[config.mk]
export PLATFORM = sky130hd
export DESIGN_NAME = operand_pair_feeder_flat
export DESIGN_NICKNAME = d
export VERILOG_FILES = /design/src/rtl/operand_pair_if.sv /design/src/rtl/operand_pair_feeder.sv /design/src/flat_wrapper.sv
export SDC_FILE = /design/constraint.sdc
export NUM_CORES = 1
export LEC_CHECK = 0
export CORE_MARGIN = 5
export CORE_UTILIZATION = 52
export CTS_CLUSTER_SIZE = 20
export DETAILED_ROUTE_END_ITERATION = 7
export MAX_ROUTING_LAYER = met4
export PLACE_DENSITY = 0.78
export SLEW_MARGIN = 40
export SYNTH_ARGS = -nofsm -noshare
export SYNTH_HDL_FRONTEND = slang
export SYNTH_SLANG_ARGS = --single-unit
[constraint.sdc]
create_clock -name clk -period 2.5 [get_ports clk]
set_input_delay 0.5 -clock clk [delete_from_list [all_inputs] [get_ports clk]]
set_output_delay 0.5 -clock clk [all_outputs]
set_load 0.005 [all_outputs]
[src/rtl/operand_pair_if.sv]
// operand_pair_if
//   Bundles the serial-bit input handshake, the operand-pair output handshake,
//   the synchronous flush and the occupancy level of operand_pair_feeder.
//   slave  : the feeder's view (consumes bits, produces pairs)
//   master : the environment's view (produces bits, consumes pairs)
// Signals:
//   flush      : synchronous clear of FIFO and assembler
//   bit_in     : serial operand bit
//   bit_valid  : bit_in is valid this cycle
//   bit_ready  : feeder accepts bit_in this cycle
//   data1_out  : first bit of the head pair
//   data2_out  : second bit of the head pair
//   valid_out  : head pair is valid
//   ready_in   : downstream accepts the head pair
//   level      : number of stored pairs, 0..DEPTH
interface operand_pair_if #(
    parameter int DEPTH = 4
) ();
    logic                           flush;
    logic                           bit_in;
    logic                           bit_valid;
    logic                           bit_ready;
    logic                           data1_out;
    logic                           data2_out;
    logic                           valid_out;
    logic                           ready_in;
    logic [$clog2(DEPTH+1)-1:0]     level;

    modport slave (
        input  flush, bit_in, bit_valid, ready_in,
        output bit_ready, data1_out, data2_out, valid_out, level
    );

    modport master (
        output flush, bit_in, bit_valid, ready_in,
        input  bit_ready, data1_out, data2_out, valid_out, level
    );
endinterface

[src/rtl/operand_pair_feeder.sv]
// operand_pair_feeder
//   Assembles a serial bit stream into operand pairs {data1, data2} and
//   buffers them in a DEPTH-entry show-ahead FIFO feeding the adder stage
//   through a valid/ready handshake.
// Ports:
//   clk      : clock, rising edge
//   rst      : asynchronous active-high reset
//   pair_if  : operand_pair_if.slave (bit input handshake, pair output
//              handshake, flush, level)
module operand_pair_feeder #(
    parameter int DEPTH = 4
) (
    input  logic            clk,
    input  logic            rst,
    operand_pair_if.slave   pair_if
);
    localparam int AW = $clog2(DEPTH);
    localparam int LW = $clog2(DEPTH + 1);

    typedef enum logic [0:0] {
        ST_FIRST  = 1'b0,
        ST_SECOND = 1'b1
    } state_t;

    state_t         r_state;
    state_t         w_state_nxt;
    logic           r_hold;
    logic [1:0]     r_mem [DEPTH];
    logic [AW-1:0]  r_wr_ptr;
    logic [AW-1:0]  r_rd_ptr;
    logic [LW-1:0]  r_count;

    logic           w_full;
    logic           w_empty;
    logic           w_bit_ready;
    logic           w_accept;
    logic           w_push;
    logic           w_pop;

    assign w_full   = (r_count == LW'(DEPTH));
    assign w_empty  = (r_count == {LW{1'b0}});
    assign w_accept = pair_if.bit_valid & w_bit_ready;
    assign w_push   = w_accept & (r_state == ST_SECOND);
    assign w_pop    = (~w_empty) & pair_if.ready_in;

    // bit_ready from registered state only: a pop in the same cycle does not
    // free a slot for the completing bit, keeping ready_in off this path.
    always_comb begin
        w_bit_ready = 1'b1;
        case (r_state)
            ST_FIRST:  w_bit_ready = 1'b1;
            ST_SECOND: w_bit_ready = ~w_full;
            default:   w_bit_ready = 1'b1;
        endcase
    end

    // Assembler next state: advance only on an accepted bit.
    always_comb begin
        w_state_nxt = r_state;
        case (r_state)
            ST_FIRST: begin
                if (w_accept) begin
                    w_state_nxt = ST_SECOND;
                end else begin
                    w_state_nxt = ST_FIRST;
                end
            end
            ST_SECOND: begin
                if (w_accept) begin
                    w_state_nxt = ST_FIRST;
                end else begin
                    w_state_nxt = ST_SECOND;
                end
            end
            default: w_state_nxt = ST_FIRST;
        endcase
    end

    // Assembler state and hold register; flush discards a half-built pair.
    always_ff @(posedge clk or posedge rst) begin
        if (rst) begin
            r_state <= ST_FIRST;
            r_hold  <= 1'b0;
        end else if (pair_if.flush) begin
            r_state <= ST_FIRST;
            r_hold  <= 1'b0;
        end else begin
            r_state <= w_state_nxt;
            if (w_accept && (r_state == ST_FIRST)) begin
                r_hold <= pair_if.bit_in;
            end
        end
    end

    // FIFO storage, pointers and occupancy; flush leaves memory contents.
    always_ff @(posedge clk or posedge rst) begin
        if (rst) begin
            for (int i = 0; i < DEPTH; i++) begin
                r_mem[i] <= 2'b00;
            end
            r_wr_ptr <= {AW{1'b0}};
            r_rd_ptr <= {AW{1'b0}};
            r_count  <= {LW{1'b0}};
        end else if (pair_if.flush) begin
            r_wr_ptr <= {AW{1'b0}};
            r_rd_ptr <= {AW{1'b0}};
            r_count  <= {LW{1'b0}};
        end else begin
            if (w_push) begin
                r_mem[r_wr_ptr] <= {r_hold, pair_if.bit_in};
                r_wr_ptr        <= r_wr_ptr + AW'(1);
            end
            if (w_pop) begin
                r_rd_ptr <= r_rd_ptr + AW'(1);
            end
            case ({w_push, w_pop})
                2'b10:   r_count <= r_count + LW'(1);
                2'b01:   r_count <= r_count - LW'(1);
                default: r_count <= r_count;
            endcase
        end
    end

    // Show-ahead head; a consumed entry is not re-zeroed.
    assign pair_if.data1_out = r_mem[r_rd_ptr][1];
    assign pair_if.data2_out = r_mem[r_rd_ptr][0];
    assign pair_if.valid_out = ~w_empty;
    assign pair_if.bit_ready = w_bit_ready;
    assign pair_if.level     = r_count;
endmodule

[src/flat_wrapper.sv]
// flat-port wrapper written by rule: the top's interface ports become plain ports
module operand_pair_feeder_flat 
#(
    parameter int DEPTH = 4
)
  (clk, rst, pair_if_flush, pair_if_bit_in, pair_if_bit_valid, pair_if_ready_in, pair_if_bit_ready, pair_if_data1_out, pair_if_data2_out, pair_if_valid_out, pair_if_level);
  operand_pair_if #(.DEPTH(DEPTH)) pair_if_i ();
  input  logic clk;
  input  logic rst;
  input wire logic [$bits(pair_if_i.flush)-1:0] pair_if_flush;
  input wire logic [$bits(pair_if_i.bit_in)-1:0] pair_if_bit_in;
  input wire logic [$bits(pair_if_i.bit_valid)-1:0] pair_if_bit_valid;
  input wire logic [$bits(pair_if_i.ready_in)-1:0] pair_if_ready_in;
  output wire logic [$bits(pair_if_i.bit_ready)-1:0] pair_if_bit_ready;
  output wire logic [$bits(pair_if_i.data1_out)-1:0] pair_if_data1_out;
  output wire logic [$bits(pair_if_i.data2_out)-1:0] pair_if_data2_out;
  output wire logic [$bits(pair_if_i.valid_out)-1:0] pair_if_valid_out;
  output wire logic [$bits(pair_if_i.level)-1:0] pair_if_level;
  assign pair_if_i.flush = pair_if_flush;
  assign pair_if_i.bit_in = pair_if_bit_in;
  assign pair_if_i.bit_valid = pair_if_bit_valid;
  assign pair_if_i.ready_in = pair_if_ready_in;
  assign pair_if_bit_ready = pair_if_i.bit_ready;
  assign pair_if_data1_out = pair_if_i.data1_out;
  assign pair_if_data2_out = pair_if_i.data2_out;
  assign pair_if_valid_out = pair_if_i.valid_out;
  assign pair_if_level = pair_if_i.level;
  operand_pair_feeder #(.DEPTH(DEPTH)) u_core (.clk(clk), .rst(rst), .pair_if(pair_if_i));
endmodule
==> summary.txt <==
GRT
  – Global-route wire length before repair: about 3300 microns
  – Largest net degree at the start of global routing: 18
  – Antenna violations before repair: 0
  – Grt ovf: 0
  – GRT Resource Usage Total: 0.169
  – Vias in the first global route: between 600 and 700

Status
  – Outcome: finished, final reports clean

Critical path
  – Worst path max stage delay: approximately 470 ps
  – Worst r2r path cells: 5
  – Crit Reg-Reg Endpoint: u_core.pair_if.level[2]
  – Cells along the critical path: buf_4 -> or3_1 -> clkdlybuf4s50_1
  – Crit Path Class: reg2out
  – Worst r2r src: u_core.pair_if.level[2]
  – WP data required: about 2000 ps
  – Critical-path top delay cell: clkdlybuf4s50_1
  – Launch point of the worst path: u_core.pair_if.level[0]
  – CP arrival: 1770 ps
  – Worst reg2reg setup slack: about 280 ps
  – CP Max Fanout: 4
  – Startpoint types: register
  – CP Capture Type: primary output

Timing
  – # setup viols final: 0
  – Clk_skew: 1.18 ps
  – Setup TNS: 0 ps
  – Setup WS post-layout: approximately 230 ps
  – Fin crit share: 0.907
  – Hold violation count in the final report: 0
  – Worst-Margin Slew: approximately 660 ps
  – Fmax: about 440 MHz
  – Relative slew slack: 0.562
  – Slew Viols, Final: 0
  – Crit path time final: about 2300 ps
  – RSZ-0062 raised after global routing: false
  – Fin Hold WS: 500 ps

Synth
  – Synth Warn #: 0
  – Synth area leader: dfrtp_1
  – Synth cell types: 25
  – Avg Synthesized Cell Area: about 11 sq um
  – Post-Syn Area: 940 sq um
  – Sequential share of the synthesized area: 0.453
  – Top cells by area, synth: dfrtp_1 45%, mux2_1 9.6%, ha_1 8.0%
  – Post-synth top area share: 0.453
  – Syn_nets: between 90 and 100
  – Register bit count reported by yosys: 17
  – Post-Syn Instances: a little over 80

Layout
  – Fillers: around 140
  – Util after Layout: 0.664
  – Post-route cell area: 1150 sq um
  – Layout Cells excl Fill: around 130
  – Share of cells above drive strength 1: 0.109
  – Nets@finish: 115
  – P&R area growth vs syn: 22.0%
  – Antenna diode count: 0

Worst hold path
  – Worst hold path class: reg2reg
  – Worst Hold Launch: u_core.r_mem[7]
  – Hold EP: u_core.r_mem[7]
  – Worst hold stages: 1

Drt
  – Initial DRC Count: 13
  – Vias per cell: approximately 5.4
  – Vias: between 600 and 700
  – Drt total wl: 1780 microns
  – Drt pass-1 iters: 4
  – DRC errors left: 0
  – Routed Antenna Nets: 0
  – DR WL/cell: ~14 microns

Placed design
  – GP Congestion: between 0.7 and 0.8
  – DPL Wire Length: 1370 microns
  – PortBufs: 12
  – Place WS: about 43 ps
  – Placed instance count: about 120
  – Post-DP Area: 1120 sq um

Clocking
  – # resized after CTS: 0
  – Longest Clk Path Bufs: 2
  – Clk Latency, worst-skew pair: slightly below 300 ps
  – CTS HTree Levels: 1
  – Sink Count: 17
  – Num CTS Buffers: 3
  – CTS root buf: clkbuf_4
  – Setup bufs post-CTS: 0
  – Clock slew at reported path FFs: 90 ps
  – Hold Buf Count CTS: 0
  – CTS tree: built

Floorplanning
  – I/O Pins: 13
  – Num rows: 15
  – Core footprint: between 1500 and 2000 sq um
  – Chip Width: approximately 53 microns
  – Starting Density: 0.544
  – Die area: 2760 sq um
  – Die height: about 53 microns

Power and ir drop
  – P per Cell Area: approximately 750 nW/um^2
  – Tot Pwr: ~850 uW
  – Static leakage: 0.533 nW
  – Peak VDD IR: 0.421 mV

Job
  – Max cap viols: 0
## synthesized netlist by cell type
master,number
nand4_1,4
a311oi_1,1
nand3_1,1
mux2i_1,2
nor2_1,11
fa_1,1
nor2b_1,1
nor4b_1,1
o2111ai_1,1
and2_1,1
or4b_1,1
o311ai_1,2
o31ai_2,1
mux2_1,8
and4b_1,1
inv_1,6
ha_1,6
xor2_1,2
buf_2,1
mux4_2,2
dfrtp_1,17
clkbuf_1,1
or3_1,1
nand2_1,6
xnor2_1,3
## worst max-delay path, delay by kind of cell, from the launching register on
family	cells	cell delay, ps
buf+inv	2	650
simple gates	1	380
flops	1	450
## registers in the layout, summed over array words and instances (netlist names)
| signal | flops |
|---|---|
| u_core.pair_if.level | 3 |
| u_core.r_hold | 1 |
| u_core.r_mem | 8 |
| u_core.r_rd_ptr | 2 |
| u_core.r_state | 1 |
| u_core.r_wr_ptr | 2 |
## layer usage
layer  wire, microns  vias up  GRT usage
met4              15        0     0.0511
met2             855       13      0.246
met3              61        2     0.0598
li1                -      328          -
met1             843      338      0.221
met5               0        -          -
## worst max path at each step
| stage | to | slack (ps) | depth (start not counted) |
|---|---|---|---|
| after floorplan | u_core.pair_if.level[2] | 170 | 9 |
| after global placement | u_core.pair_if.level[2] | 120 | 7 |
| after detailed placement | u_core.pair_if.level[2] | 40 | 7 |
| after CTS | pair_if_data2_out | 220 | 2 |
| after global routing | pair_if_valid_out | 150 | 3 |
| final | pair_if_valid_out | 230 | 3 |
## layout by cell type, fill, tap and decap left out, drive strengths merged, types with 2 or more instances in the layout
cell type	Yosys	layout
dfrtp	17	17
clkdlybuf4s50	0	12
nor2	11	11
mux2	8	8
nand2	6	6
inv	6	6
ha	6	6
buf	1	5
nand4	4	4
clkbuf	1	4
xnor2	3	3
mux2i	2	2
mux4	2	2
xor2	2	2
o311ai	2	2
## where the power goes
part           internal [mW]  total (mW)  switching, mW
Combinational          0.194       0.323          0.129
Sequential             0.322       0.382         0.0605
Clock                 0.0622       0.149         0.0864
Total                  0.578       0.854          0.276
## cell families (layout without fill, tap and decap cells)
kind of cell | count (synthesis) | count (layout) | synth area share
compound gates | 5 | 5 | 0.0506
buf+inv | 8 | 27 | 0.0333
xor+xnor | 5 | 5 | 0.0466
fa+ha+maj | 7 | 7 | 0.101
flops | 17 | 17 | 0.453
mux | 12 | 12 | 0.165
simple gates | 28 | 28 | 0.150
## area by class of cell
cell class	count	area [sq um]	share of cell area
Clock buffer	4	26.3	0.0229
Inverter	6	22.5	0.0197
Multi-Input combinational cell	57	483	0.421
Sequential cell	17	425	0.371
Tap cell	25	31.3	0.0273
Timing Repair Buffer	17	158	0.138
(Power assumes the default switching activity.)
